[config.mk]
export PLATFORM = sky130hd
export DESIGN_NAME = reg_bank_demux
export DESIGN_NICKNAME = d
export VERILOG_FILES = /design/src/rtl/reg_bank_demux.sv
export SDC_FILE = /design/constraint.sdc
export NUM_CORES = 1
export LEC_CHECK = 0
export BUFFER_PORTS_ARGS = -buffer_cell sky130_fd_sc_hd__buf_2
export CAP_MARGIN = 20
export CORE_UTILIZATION = 55
export CTS_BUF_LIST = sky130_fd_sc_hd__clkbuf_4 sky130_fd_sc_hd__clkbuf_8
export DETAILED_ROUTE_END_ITERATION = 10
export HOLD_SLACK_MARGIN = 0.02
export PLACE_DENSITY = 0.83
export RECOVER_POWER = 50
export REMOVE_ABC_BUFFERS = 1
export SLEW_MARGIN = 20
export SYNTH_ARGS = -nofsm -noshare
export SYNTH_HDL_FRONTEND = slang
export SYNTH_SLANG_ARGS = --single-unit
[constraint.sdc]
create_clock -name clk -period 1.99 [get_ports clk]
set_input_delay 0.398 -clock clk [delete_from_list [all_inputs] [get_ports clk]]
set_output_delay 0.398 -clock clk [all_outputs]
set_load 0.01 [all_outputs]
[src/rtl/reg_bank_demux.sv]
// Write side of the 16-entry register file: one write port demultiplexed onto
// 16 holding registers, plus a sequencer that walks every entry back to RESET_VAL.
module reg_bank_demux #(
  parameter int unsigned       WIDTH     = 16,
  parameter logic [WIDTH-1:0]  RESET_VAL = '0
) (
  input  logic             clk,
  input  logic             rst_n,
  input  logic             wr_en,
  input  logic [3:0]       wr_sel,
  input  logic [WIDTH-1:0] wr_data,
  input  logic             clr_req,
  output logic             busy,
  output logic             wr_ack,
  output logic [15:0]      en_onehot,
  output logic [WIDTH-1:0] r0,
  output logic [WIDTH-1:0] r1,
  output logic [WIDTH-1:0] r2,
  output logic [WIDTH-1:0] r3,
  output logic [WIDTH-1:0] r4,
  output logic [WIDTH-1:0] r5,
  output logic [WIDTH-1:0] r6,
  output logic [WIDTH-1:0] r7,
  output logic [WIDTH-1:0] r8,
  output logic [WIDTH-1:0] r9,
  output logic [WIDTH-1:0] r10,
  output logic [WIDTH-1:0] r11,
  output logic [WIDTH-1:0] r12,
  output logic [WIDTH-1:0] r13,
  output logic [WIDTH-1:0] r14,
  output logic [WIDTH-1:0] r15
);

  typedef enum logic [0:0] {
    IDLE  = 1'b0,
    CLEAR = 1'b1
  } state_e;

  state_e           state_q;
  logic [3:0]       idx_q;
  logic             busy_q;
  logic             wr_ack_q;
  logic [15:0]      en_onehot_q;
  logic [WIDTH-1:0] regs_q [16];

  logic [15:0]      sel_onehot_d;
  logic [15:0]      clr_onehot_d;

  always_comb begin
    sel_onehot_d = 16'b1 << wr_sel;
    clr_onehot_d = 16'b1 << idx_q;
  end

  always_ff @(posedge clk or negedge rst_n) begin
    if (!rst_n) begin
      state_q     <= IDLE;
      idx_q       <= '0;
      busy_q      <= 1'b0;
      wr_ack_q    <= 1'b0;
      en_onehot_q <= '0;
      // NOTE: the storage array is reset because the bank contents are architecturally visible and must be RESET_VAL after reset.
      for (int i = 0; i < 16; i++) begin
        regs_q[i] <= RESET_VAL;
      end
    end else begin
      case (state_q)
        IDLE: begin
          wr_ack_q    <= 1'b0;
          en_onehot_q <= '0;
          // A clear request wins over a simultaneous write, which is dropped.
          if (clr_req) begin
            state_q <= CLEAR;
            idx_q   <= '0;
            busy_q  <= 1'b1;
          end else if (wr_en) begin
            regs_q[wr_sel] <= wr_data;
            en_onehot_q    <= sel_onehot_d;
            wr_ack_q       <= 1'b1;
          end
        end
        CLEAR: begin
          regs_q[idx_q] <= RESET_VAL;
          en_onehot_q   <= clr_onehot_d;
          wr_ack_q      <= 1'b0;
          idx_q         <= idx_q + 4'd1;
          if (idx_q == 4'd15) begin
            state_q <= IDLE;
            busy_q  <= 1'b0;
          end
        end
        default: begin
          state_q <= IDLE;
        end
      endcase
    end
  end

  assign busy      = busy_q;
  assign wr_ack    = wr_ack_q;
  assign en_onehot = en_onehot_q;

  assign r0  = regs_q[0];
  assign r1  = regs_q[1];
  assign r2  = regs_q[2];
  assign r3  = regs_q[3];
  assign r4  = regs_q[4];
  assign r5  = regs_q[5];
  assign r6  = regs_q[6];
  assign r7  = regs_q[7];
  assign r8  = regs_q[8];
  assign r9  = regs_q[9];
  assign r10 = regs_q[10];
  assign r11 = regs_q[11];
  assign r12 = regs_q[12];
  assign r13 = regs_q[13];
  assign r14 = regs_q[14];
  assign r15 = regs_q[15];

endmodule

Yosys cells after proc, flatten, opt, wreduce, memory -nomap -nowiden
Cells that the tools add are included.
- register bits after elaboration: 279
- output and inout port bits: 274
- multiplexer cells: 22
- reductions and logical operators: 4
- equal/unequal tests: 5
- shift operators: 2
- order comparisons: 4
- bitwise logic cells: 5
- add/subtract/negate cells: 1
- operators with widths (operator ; number):
    $mux 256 ; 2
    $pmux 256 s2 ; 1
    $and 256x256->256 ; 1
    $bwmux 256 ; 1
    $not 256->256 ; 1
    $demux 16 s4 ; 2
    $mux 16 ; 4
    $pmux 16 s2 ; 1
    $shl 1x4->16 const A ; 2
    $ge 5x5->1 const B ; 2
    $lt 5x1->1 const B ; 2
    $not 4->5 ; 2
    $pmux 4 s2 ; 1
    $mux 1 ; 6
    $ne 2x2->1 const B ; 3
    $pmux 1 s2 ; 3
    $add 4x1->4 const B ; 1
    $eq 4x4->1 const B ; 1
    $mux 4 ; 1
    $reduce_and 2->1 ; 2
    $logic_and 1x1->1 ; 2
    $ne 2x1->1 const B ; 1
    $not 1->1 ; 1

Longest topological paths before layout
Gate-level depths: netlist of the first run.
- depth after elaboration: 9
- gate-level depth with buffers: 7
- depth with buffers taken out: 4

Worst setup path before layout of the first run
No wires, ideal clock.
- path type: flip-flop to flip-flop
- start: reg idx_q[0]
- end: reg regs_q (netlist bit r3[10])
- cell stages (with the launch flop): 7
- arrival: 1.645 ns
- data required time: 1.860 ns
- buffers on the path: 2
- setup slack: 0.215 ns
- setup time: 0.130 ns
- path through: dfrtp_1 ha_1 or4bb_1 clkbuf_1 clkbuf_1 nand2_1 mux2i_1
- longest elaborated chain between the ends: 8
- elaborated cells between the ends (all ways): 9
- those cells by class: order compare: 2; mux: 3; bitwise: 3; reduce/logical: 1
- RTL lines (element ; RTL line ; source):
    start, declared ; 40 ; logic [3:0] idx_q;
    start signal, assigned ; 85 ; idx_q <= idx_q + 4'd1;
    $not 4->5 (implied by the code) (*) ; 82 ; regs_q[idx_q] <= RESET_VAL;
    $ge 5x5->1 (implied by the code) or $lt 5x1->1 (tied branches) ; 82 ;
    $logic_and 1x1->1 (implied by the code) ; 82 ;
    $mux 16 (implied by the code) ; 82 ;
    $demux 16 s4 (*) ; 82 ;
    $not 256->256 (no line) (*) ; - ;
    $and 256x256->256 (no line) (*) ; - ;
    $pmux 256 s2 (*) ; 66 ; case (state_q)
    end signal, assigned by index ; 76 ; regs_q[wr_sel] <= wr_data;
    end, declared ; 44 ; logic [WIDTH-1:0] regs_q [16];
Every way passes the cells marked *; elsewhere a longest branch is shown, timed or not.
A chain may end at the register's enable or synchronous reset.

Worst setup path after layout of the first run
- start: reg state_q
- end: reg regs_q (netlist bit r2[3])
- longest elaborated chain between the ends: 3
- elaborated cells between the ends (all ways): 5
- those cells by class: eq/ne: 2; mux: 1; bitwise: 1; reduce/logical: 1
- RTL lines (element ; RTL line ; source):
    start, declared ; 39 ; state_e state_q;
    start signal, assigned ; 56 ; state_q <= IDLE;
    start signal, assigned ; 72 ; state_q <= CLEAR;
    start signal, assigned ; 87 ; state_q <= IDLE;
    $not 1->1 ; - ;
    $ne 2x2->1 (no line) ; - ;
    $reduce_and 2->1 (no line) ; - ;
Parallel ways exist; a longest one is shown, timed or not.

==> results.cfg, run 1 <==
[outcome]
status = complete, no violations

[yosys]
yosys_most_used_dff = dfrtp_1
synth.top_cell.area_share_pct = 60.7
synth.area.top_cells = dfrtp_1 61%, o221a_2 18%, nand2_1 4.8%
synth.most_common_cell = dfrtp_1
syn_inst = 894
ys_seq_area_share_pct = 60.7
avgSynthCellArea_sq_um = 12.9
syn_area_sq_um = 11500
synth_commonest_cells = 279 x dfrtp_1, 185 x o221a_2, 147 x nand2_1, 48 x mux2i_1, 42 x clkbuf_1
synth_edf_count = 0
yosys_register_bits = 279
synthArstFlopShare_pct = 100
yosysTopAreaCell = dfrtp_1
ys_types = 41
yosys_warnings = 0

[critical_path]
path_max_fanout = 16
startpoint_type = flop
crit_type = flop to flop
r2r_cells = 3
required_ns = 2.46
crit_path_end_kind = flop
critPathArrivalTime_ns = 2.38

[clock_network]
clkLatencyLatePin_ns = 0.54
clock_path_buffers = 3
cts_tree = built
ctsResizeCount = 0
clkTransAtPathRegs_ns = 0.07
cts_htree_levels = 2
cts_sinks = 279
cts_buffers = 43
cts-root-buf = clkbuf_8

[route]
drt-initial-drc-count = 789
vias = 9425
dr.pass1.iters = 5
route.detailed.drc = 0
postRouteAntennaNets = 0
viasPerCell = 6.28
wl_per_cell_microns = 23.6
drt_wl_total_mm = 35.4

[min_path]
holdPathStages = 2
hp-class = input port to flop

[global_route]
grt_max_degree = 71
grt_pass1_wl_mm = 54.0
track_usage_pct = 33.0
antenna_found_initial = 2
grt_pass1_vias = 9223
overflow = 0

[layout]
final_util_pct = 69.2
regArea_sq_um = 6980
nFillCells = 1503
syn_to_final_growth_pct = 22.5
multiInputGateArea_sq_um = 4020
layout-drive-gt1-share_pct = 39.9
nets = 1229

[timing]
period_share_pct = 95.8
slew_headroom_pct = 12.7
drv_slew = 0
rsz0062_at_grt = false
worst_slew_pin_slew_ns = 1.31
clock_skew_ns = 0.0110
fin_crit_ns = 1.91
finalSetupViolCount = 0
hold_viol = 0
whs_ns = 0.166
fmax_mhz = 525

[floorplan]
die_area_sq_um = 21500
num_rows = 52
initial_core_util_pct = 56.5
die_w_microns = 147
core_area_sq_um = 20400
io_pins = 298
fp.dieH_microns = 147

[power_and_ir_drop]
power.leakage_nw = 7.21
p_int_w = 0.0117
seq_power_share_pct = 44.5
power_density_nw_per_um2 = 1250
combPwrFrac_pct = 27.2
finalPower_w = 0.0176
switching_share_pct = 33.5
ir_drop_v = 0.000683
power_frac_clock_pct = 28.3
p_switching_w = 0.00590

[placed_design]
place_congestion = 0.899
dpl.hpwl_mm = 24.2
io_buffers = 297

[job]
max_cap_violations = 0
==> per-layer routing <==
layer | share of wire (%) | up-vias | global-route usage [%]
met5 | 0 | - | 0
met4 | 5.1 | 0 | 17.1
met3 | 7.3 | 113 | 6.78
met2 | 45 | 522 | 47.8
li1 | - | 3982 | -
met1 | 42 | 4808 | 47.2
==> flip-flops by register name, summed over array words and instances, names as in the netlist <==
| register | count |
|---|---|
| r6 | 16 |
| r2 | 16 |
| r4 | 16 |
| r12 | 16 |
| r11 | 16 |
| busy | 1 |
| r5 | 16 |
| r15 | 16 |
| state_q | 1 |
| r0 | 16 |
| r13 | 16 |
| r7 | 16 |
| r3 | 16 |
| wr_ack | 1 |
| r14 | 16 |
| r9 | 16 |
| r1 | 16 |
| idx_q | 4 |
| r8 | 16 |
| en_onehot | 16 |
| r10 | 16 |
==> layout by cell type (no fill, tap or decap), drive strengths merged, types with 4 or more instances in the layout <==
| master | Yosys | layout |
|---|---|---|
| nor2 | 27 | 27 |
| nand3 | 12 | 12 |
| dfrtp | 279 | 279 |
| o221a | 192 | 192 |
| clkinv | 0 | 6 |
| a21o | 5 | 5 |
| inv | 20 | 20 |
| nand4 | 9 | 9 |
| ha | 6 | 6 |
| buf | 44 | 212 |
| nand2 | 147 | 147 |
| and3 | 5 | 5 |
| and3b | 4 | 4 |
| o21ai | 26 | 26 |
| mux2i | 48 | 48 |
| clkbuf | 42 | 201 |
==> final cells by class <==
type,count,share of cell area [%]
inverters,20,0.532
diodes,2,0.0355
flip-flops and latches,279,49.5
clock buffers,68,6.19
clock inverters,6,0.213
multi-input cells,509,28.5
repair buffers,346,12.6
well taps,270,2.40
==> critical path, stage by stage (launching register included) <==
cell,delay (ns)
dfrtp_1,0.53
or4b_4,0.66
nor2_4,0.38
o221a_2,0.27
==> power groups by stage <==
stage / logic [W] / registers (W) / clock network, W
floorplan: 0.00199 / 0.00830 / 0
global placement: 0.00478 / 0.00785 / 0
detailed placement: 0.00494 / 0.00786 / 0
CTS: 0.00497 / 0.00779 / 0.00501
global route: 0.00516 / 0.00796 / 0.00530
finish: 0.00479 / 0.00783 / 0.00499
==> worst paths after layout <==
check	startpoint	end	slack, ns
setup / recovery	state_q	r2[3]	0.08
hold / removal	clr_req	idx_q[2]	0.17
setup reg to reg	state_q	r2[3]	0.08
hold reg to reg	r7[1]	r7[1]	0.52
max in group asynchronous	rst_n	r15[3]	0.28
min in group asynchronous	rst_n	r12[5]	0.70
==> cell families after synthesis <==
| logic type | after synthesis | synth area share [%] |
|---|---|---|
| XOR/XNOR | 1 | 0.0761 |
| AO/OA/AOI/OAI | 229 | 20.6 |
| multiplexers | 48 | 4.17 |
| adder cells (fa/ha/maj) | 6 | 0.652 |
| flip-flops | 279 | 60.7 |
| buffers and inverters | 106 | 4.42 |
| AND/OR/NAND/NOR | 225 | 9.44 |
==> stage by stage <==
step	TNS, ns	setup WS (ns)	instances	area (sq um)
after detailed placement	0	0.0328	1422	13400
after floorplan	-84.32	-0.519	808	11100
after global placement	0	0.127	1422	13400
final	0	0.0843	1500	14100
after CTS	0	0.101	1497	14300
after global routing	0	0.0317	1500	14100
==> timing repair <==
item / 4_1_cts / 5_1_grt
endpoints found under the setup margin: 0 / 1
setup buffers: 0 / 1
hold endpoints to repair: 43 / 0
hold buffers: 1 / 0
Note: power is estimated with default switching activity, not from simulation.
==> run 2, diff against run 1 <==
--- a/config.mk
+++ b/config.mk
@@ -5,13 +5,14 @@
 export SDC_FILE = /design/constraint.sdc
 export NUM_CORES = 1
 export LEC_CHECK = 0
+export ABC_AREA = 1
 export BUFFER_PORTS_ARGS = -buffer_cell sky130_fd_sc_hd__buf_2
 export CAP_MARGIN = 20
-export CORE_UTILIZATION = 55
+export CORE_UTILIZATION = 57
 export CTS_BUF_LIST = sky130_fd_sc_hd__clkbuf_4 sky130_fd_sc_hd__clkbuf_8
 export DETAILED_ROUTE_END_ITERATION = 10
 export HOLD_SLACK_MARGIN = 0.02
-export PLACE_DENSITY = 0.83
+export PLACE_DENSITY = 0.82
 export RECOVER_POWER = 50
 export REMOVE_ABC_BUFFERS = 1
 export SLEW_MARGIN = 20
==> run 2 against run 1 <==
Clock power up 6.4%. Clock skew increased by 0.0044 ns. Worst hold slack improved by 0.016 ns. Largest power group is now combinational logic. Via count increased by 60%. Sequential share of layout area shrank 8.8 points. Final cell count increased by 72%. Setup slack improved by 0.061 ns. Final area increased by 22%. Fmax grew 3.3%. Sequential power rose by 26%. Critical endpoint is now r11[6].
==> results.cfg, run 2 <==
[layout]
syn_to_final_growth_pct = 16.3
layout-drive-gt1-share_pct = 16.5
multiInputGateArea_sq_um = 6900
layout_common_cells = 942 x nand2_1, 464 x nand3_1, 278 x dfrtp_1, 170 x buf_2, 126 x clkbuf_1
postLayoutCellArea_sq_um = 17100
layout_commonest_cell = nand2_1
final_util_pct = 67.9
regArea_sq_um = 6990
nets = 2251
nFillCells = 2168

[yosys]
synth_edf_count = 0
yosysTopAreaCell = dfrtp_1
yosys_register_bits = 279
ys_types = 23
yosys_most_used_dff = dfrtp_1
avgSynthCellArea_sq_um = 7.45
synth.most_common_cell = nand2_1
synthArstFlopShare_pct = 100
syn_area_sq_um = 14700
synth_commonest_cells = 941 x nand2_1, 464 x nand3_1, 279 x dfrtp_1, 58 x buf_2, 53 x clkbuf_1
synth.top_cell.area_share_pct = 47.4
yosys_warnings = 0
syn_inst = 1979
ys_seq_area_share_pct = 47.4
synth.area.top_cells = dfrtp_1 47%, nand2_1 24%, nand3_1 16%

[clock_network]
ctsResizeCount = 0
cts_sinks = 279
clkTransAtPathRegs_ns = 0.06
cts_htree_levels = 2
postCtsSetupRepairBufs = 0
cts_tree = built
clock_path_buffers = 3
cts_buffers = 48
cts-root-buf = clkbuf_8
clkLatencyLatePin_ns = 0.56

[floorplan]
die_w_microns = 163
io_pins = 298
core_area_sq_um = 25300
num_rows = 58
die_area_sq_um = 26500
fp.dieH_microns = 163
initial_core_util_pct = 58.4

[route]
wl_per_cell_microns = 18.6
vias = 15000
dr.pass1.iters = 6
viasPerCell = 5.83
drt-initial-drc-count = 2343
route.detailed.drc = 0
drt_wl_total_mm = 47.9
postRouteAntennaNets = 0

[power_and_ir_drop]
p_int_w = 0.0144
combPwrFrac_pct = 40.6
ir_drop_v = 0.000812
switching_share_pct = 43.8
power_density_nw_per_um2 = 1490
finalPower_w = 0.0256
power_frac_clock_pct = 20.7
p_switching_w = 0.0112
power.leakage_nw = 10.1
seq_power_share_pct = 38.6

[global_route]
track_usage_pct = 35.8
grt_pass1_wl_mm = 74.5
antenna_found_initial = 3
overflow = 0
grt_max_degree = 103
grt_pass1_vias = 13900

[timing]
period_share_pct = 92.7
slew_headroom_pct = 11.5
clock_skew_ns = 0.0155
worst_slew_pin_slew_ns = 1.33
fmax_mhz = 542
fin_crit_ns = 1.84
drv_slew = 0
hold_viol = 0
finalSetupViolCount = 0
rsz0062_at_grt = false
setup_ws_ns = 0.146

[min_path]
hold-path-endpoint = busy
hp-class = input port to flop
holdPathStages = 3
min_from = clr_req

[critical_path]
crit_type = flop to flop
startpoint_type = flop
reg2reg_to = r11[6]
crit_buf_inv = 2
required_ns = 2.47
crit_slowest_cell = dfrtp_4
path_max_fanout = 16
crit_chain = nor2_1, nand2_1, inv_2, nand2_1, inv_2, nand2_1, nand2_1
reg2reg_from = state_q
cp_common_cell = nand2_1
path_delay_family = simple AND/OR/NAND/NOR gates
crit_path_end_kind = flop
r2r_slack_ns = 0.15
critPathArrivalTime_ns = 2.33
r2r_cells = 7
cp_slowest_stage_delay_ns = 0.55

[placed_design]
post_dp_cell_area_sq_um = 16400
dpl.hpwl_mm = 29.4
io_buffers = 297
place_ws_ns = 0.233
place_congestion = 0.852

[outcome]
status = complete, no violations

[job]
max_cap_violations = 0
[run 2: cell count changes in the layout (fill, tap and decap cells not counted), sizes merged, moves of 7 or more]
cell   change
a21oi      +7
mux2i     -48
nand2    +838
nand3    +452
nand4      +8
o21ai      -8
o221a    -192
[run 2: area by class of cell]
class	instances	share of cell area, %
inverter	23	0.606
clock inverter	1	0.0292
sequential	279	40.7
timing repair buffer	341	10.4
antenna	3	0.0438
multi-input combinational	1528	40.2
clock buffer	77	5.60
tap	330	2.41
[run 2: routing by layer]
layer | share of wire (%) | global-route usage, % | vias to the layer above
met2 | 45 | 54.0 | 916
met3 | 11 | 7.59 | 165
met1 | 39 | 48.7 | 7109
met4 | 4.8 | 18.4 | 0
li1 | - | - | 6859
met5 | 0 | 0 | -
[run 2: worst max path at each step]
stage	from	end	depth (start not counted)
3_3_place_gp	wr_sel[1]	r13[8]	9
4_1_cts	idx_q[2]	r5[1]	7
6_report	state_q	r11[6]	7
5_1_grt	rst_n	r13[12]	3
2_1_floorplan	state_q	r14[0]	5
3_5_place_dp	idx_q[2]	r5[1]	7
[run 2: cells by family after synthesis]
| group | count (synthesis) | share of synthesized area (%) |
|---|---|---|
| simple gates | 1492 | 44.6 |
| flops | 279 | 47.4 |
| buf+inv | 172 | 5.85 |
| compound gates | 30 | 1.65 |
| fa+ha+maj | 6 | 0.509 |
[run 2: per-stage QoR]
step                hold slack (ns)  setup TNS [ns]  std cells
finish                        0.182               0       2582
floorplan                     0.102        -1394.77       1830
global placement              0.336               0       2500
CTS                           0.162               0       2579
global route                  0.239               0       2581
detailed placement            0.335               0       2500
[run 2: what timing repair did]
action,CTS,global route
hold buffers,1,0
hold endpoints to repair,40,0
setup endpoints to repair,0,0
[run 2: tightest hold or removal path, cell delays in order]
cell and delay (ns):
buf_2 0.14, a21oi_1 0.08, nor2_1 0.08
[run 2: power groups by stage]
stage                     Sequential [W]  Combinational [W]  Clock (W)
after global routing              0.0101             0.0115    0.00559
after detailed placement         0.00982             0.0105          0
after floorplan                   0.0103            0.00438          0
final                            0.00988             0.0104    0.00531
after CTS                        0.00978             0.0105    0.00535
after global placement           0.00974             0.0102          0
==> run 3, diff against run 2 <==
--- a/config.mk
+++ b/config.mk
@@ -6,13 +6,13 @@
 export NUM_CORES = 1
 export LEC_CHECK = 0
 export ABC_AREA = 1
-export BUFFER_PORTS_ARGS = -buffer_cell sky130_fd_sc_hd__buf_2
 export CAP_MARGIN = 20
-export CORE_UTILIZATION = 57
+export CORE_UTILIZATION = 60
 export CTS_BUF_LIST = sky130_fd_sc_hd__clkbuf_4 sky130_fd_sc_hd__clkbuf_8
 export DETAILED_ROUTE_END_ITERATION = 10
+export DONT_BUFFER_PORTS = 1
 export HOLD_SLACK_MARGIN = 0.02
-export PLACE_DENSITY = 0.82
+export PLACE_DENSITY = 0.76
 export RECOVER_POWER = 50
 export REMOVE_ABC_BUFFERS = 1
 export SLEW_MARGIN = 20
==> run 3 against run 2 <==
The flow now finishes with violations (hold timing). Final area fell by 6.6%. Worst hold slack got worse by 0.67 ns. Final cell count fell by 11%. Clock skew rose by 0.0093 ns. First-iteration DRC count fell by 18%. Combinational power fell by 33%. Wire length rose by 0.86%. Fmax fell by 1.8%. Critical path type unchanged. Largest power group is now registers.
==> results.cfg, run 3 (same netlist as run 2, synthesis figures left out) <==
[outcome]
status = complete, but fails checks
violations = hold timing

[placed_design]
io_buffers = 0
dpl.hpwl_mm = 27.8
place_ws_ns = 0.195
post_dp_cell_area_sq_um = 14800
place_congestion = 0.834

[clock_network]
cts_buffers = 48
postCtsSetupRepairBufs = 0
cts-root-buf = clkbuf_8
cts_htree_levels = 2
clkLatencyLatePin_ns = 0.57
cts_tree = built
clock_path_buffers = 3
cts_sinks = 279
ctsHoldBuffers = 17
clkTransAtPathRegs_ns = 0.07

[route]
drt_wl_total_mm = 48.3
drt-initial-drc-count = 1920
route.detailed.drc = 0
dr.pass1.iters = 6
postRouteAntennaNets = 0
wl_per_cell_microns = 21.1
vias = 13800
viasPerCell = 6.01

[timing]
finalSetupViolCount = 0
setup_ws_ns = 0.112
rsz0062_at_grt = false
fmax_mhz = 532
whs_ns = -0.484
drv_slew = 0
worst_slew_pin_slew_ns = 0.611
clock_skew_ns = 0.0248
slew_headroom_pct = 59.2
hold_viol = 279
period_share_pct = 94.4
fin_crit_ns = 1.88

[floorplan]
initial_core_util_pct = 62.1
core_area_sq_um = 23800
io_pins = 298
die_area_sq_um = 25200
num_rows = 56
die_w_microns = 159
fp.dieH_microns = 159

[critical_path]
path_delay_family = simple AND/OR/NAND/NOR gates
crit_chain = inv_1, nor2_1, nand2_2, nand3_1, nand2_1, nand2_1, nand2_1
crit_path_start = idx_q[2]
cp_common_cell = nand2_1
crit_slowest_cell = nor2_1
startpoint_type = flop
cp_slowest_stage_delay_ns = 0.44
crit_path_end_kind = flop
path_max_fanout = 17
required_ns = 2.44
crit_buf_inv = 1
reg2reg_from = idx_q[2]
critPathArrivalTime_ns = 2.32
crit_type = flop to flop

[layout]
antennaDiodeCount = 0
postLayoutCellArea_sq_um = 16000
final_util_pct = 67.4
layout_common_cells = 940 x nand2_1, 464 x nand3_1, 278 x dfrtp_1, 63 x clkbuf_8, 37 x buf_4
layout_commonest_cell = nand2_1
nets = 1969
syn_to_final_growth_pct = 8.63
nFillCells = 1951
layout-drive-gt1-share_pct = 10.6

[power_and_ir_drop]
power_density_nw_per_um2 = 1500
ir_drop_v = 0.000968
finalPower_w = 0.0241
power.leakage_nw = 9.13

[global_route]
antenna_found_initial = 0
track_usage_pct = 38.2
grt_max_degree = 280
grt_pass1_vias = 12700
grt_pass1_wl_mm = 75.0
overflow = 0

[min_path]
hp-class = input port to async pin

[job]
max_cap_violations = 0
## run 3: worst paths after layout
kind	to	slack (ns)	cells after the start
max in group asynchronous	r12[1]	2.06	0
worst max-delay path	r4[14]	0.11	7
worst min-delay path	r7[15]	-0.48	0
worst min register to register	r7[0]	0.57	2
min in group clk	r15[13]	0.04	4
worst max register to register	r4[14]	0.11	7
## run 3: where the power goes
part	internal [W]	total (W)	leakage (nW)	switching (W)
Combinational	0.00234	0.00692	4.72	0.00458
Clock	0.00330	0.00573	0.564	0.00243
Sequential	0.00783	0.0114	3.84	0.00359
Total	0.0135	0.0241	9.13	0.0106
## run 3: metal layers
metal / share of wire, % / wire length [microns] / up-vias / track usage (%)
li1: - / - / 6278 / -
met1: 38 / 18300 / 6519 / 49.5
met5: 0 / 0 / - / 0
met3: 13 / 6040 / 162 / 12.6
met2: 45 / 21500 / 845 / 57.6
met4: 5.1 / 2450 / 0 / 18.5
## run 3: worst reg2reg max path, cell delays in order (launching register included)
cell and delay (ns):
dfrtp_1 0.43, inv_1 0.11, nor2_1 0.44, nand2_2 0.37, nand3_1 0.20, nand2_1 0.07
nand2_1 0.06, nand2_1 0.06
## run 3: layout make-up
type / instances / area, sq um / area share, %
multi-input cells: 1528 / 6900 / 43.1
repair buffers: 59 / 548 / 3.42
inverters: 23 / 104 / 0.649
clock inverters: 13 / 123 / 0.766
clock buffers: 74 / 950 / 5.93
flip-flops and latches: 279 / 6990 / 43.6
well taps: 319 / 399 / 2.49
## run 3: repair_timing
action | CTS | global route
endpoints found under the hold margin | 329 | 279
endpoints found under the setup margin | 0 | 1
gates resized for setup | 0 | 1
## run 3: through the flow
stage | std cells | TNS (ns)
after floorplan | 1830 | -1394.77
after global placement | 2191 | 0
after detailed placement | 2191 | 0
after CTS | 2295 | 0
after global routing | 2295 | 0
final | 2295 | 0
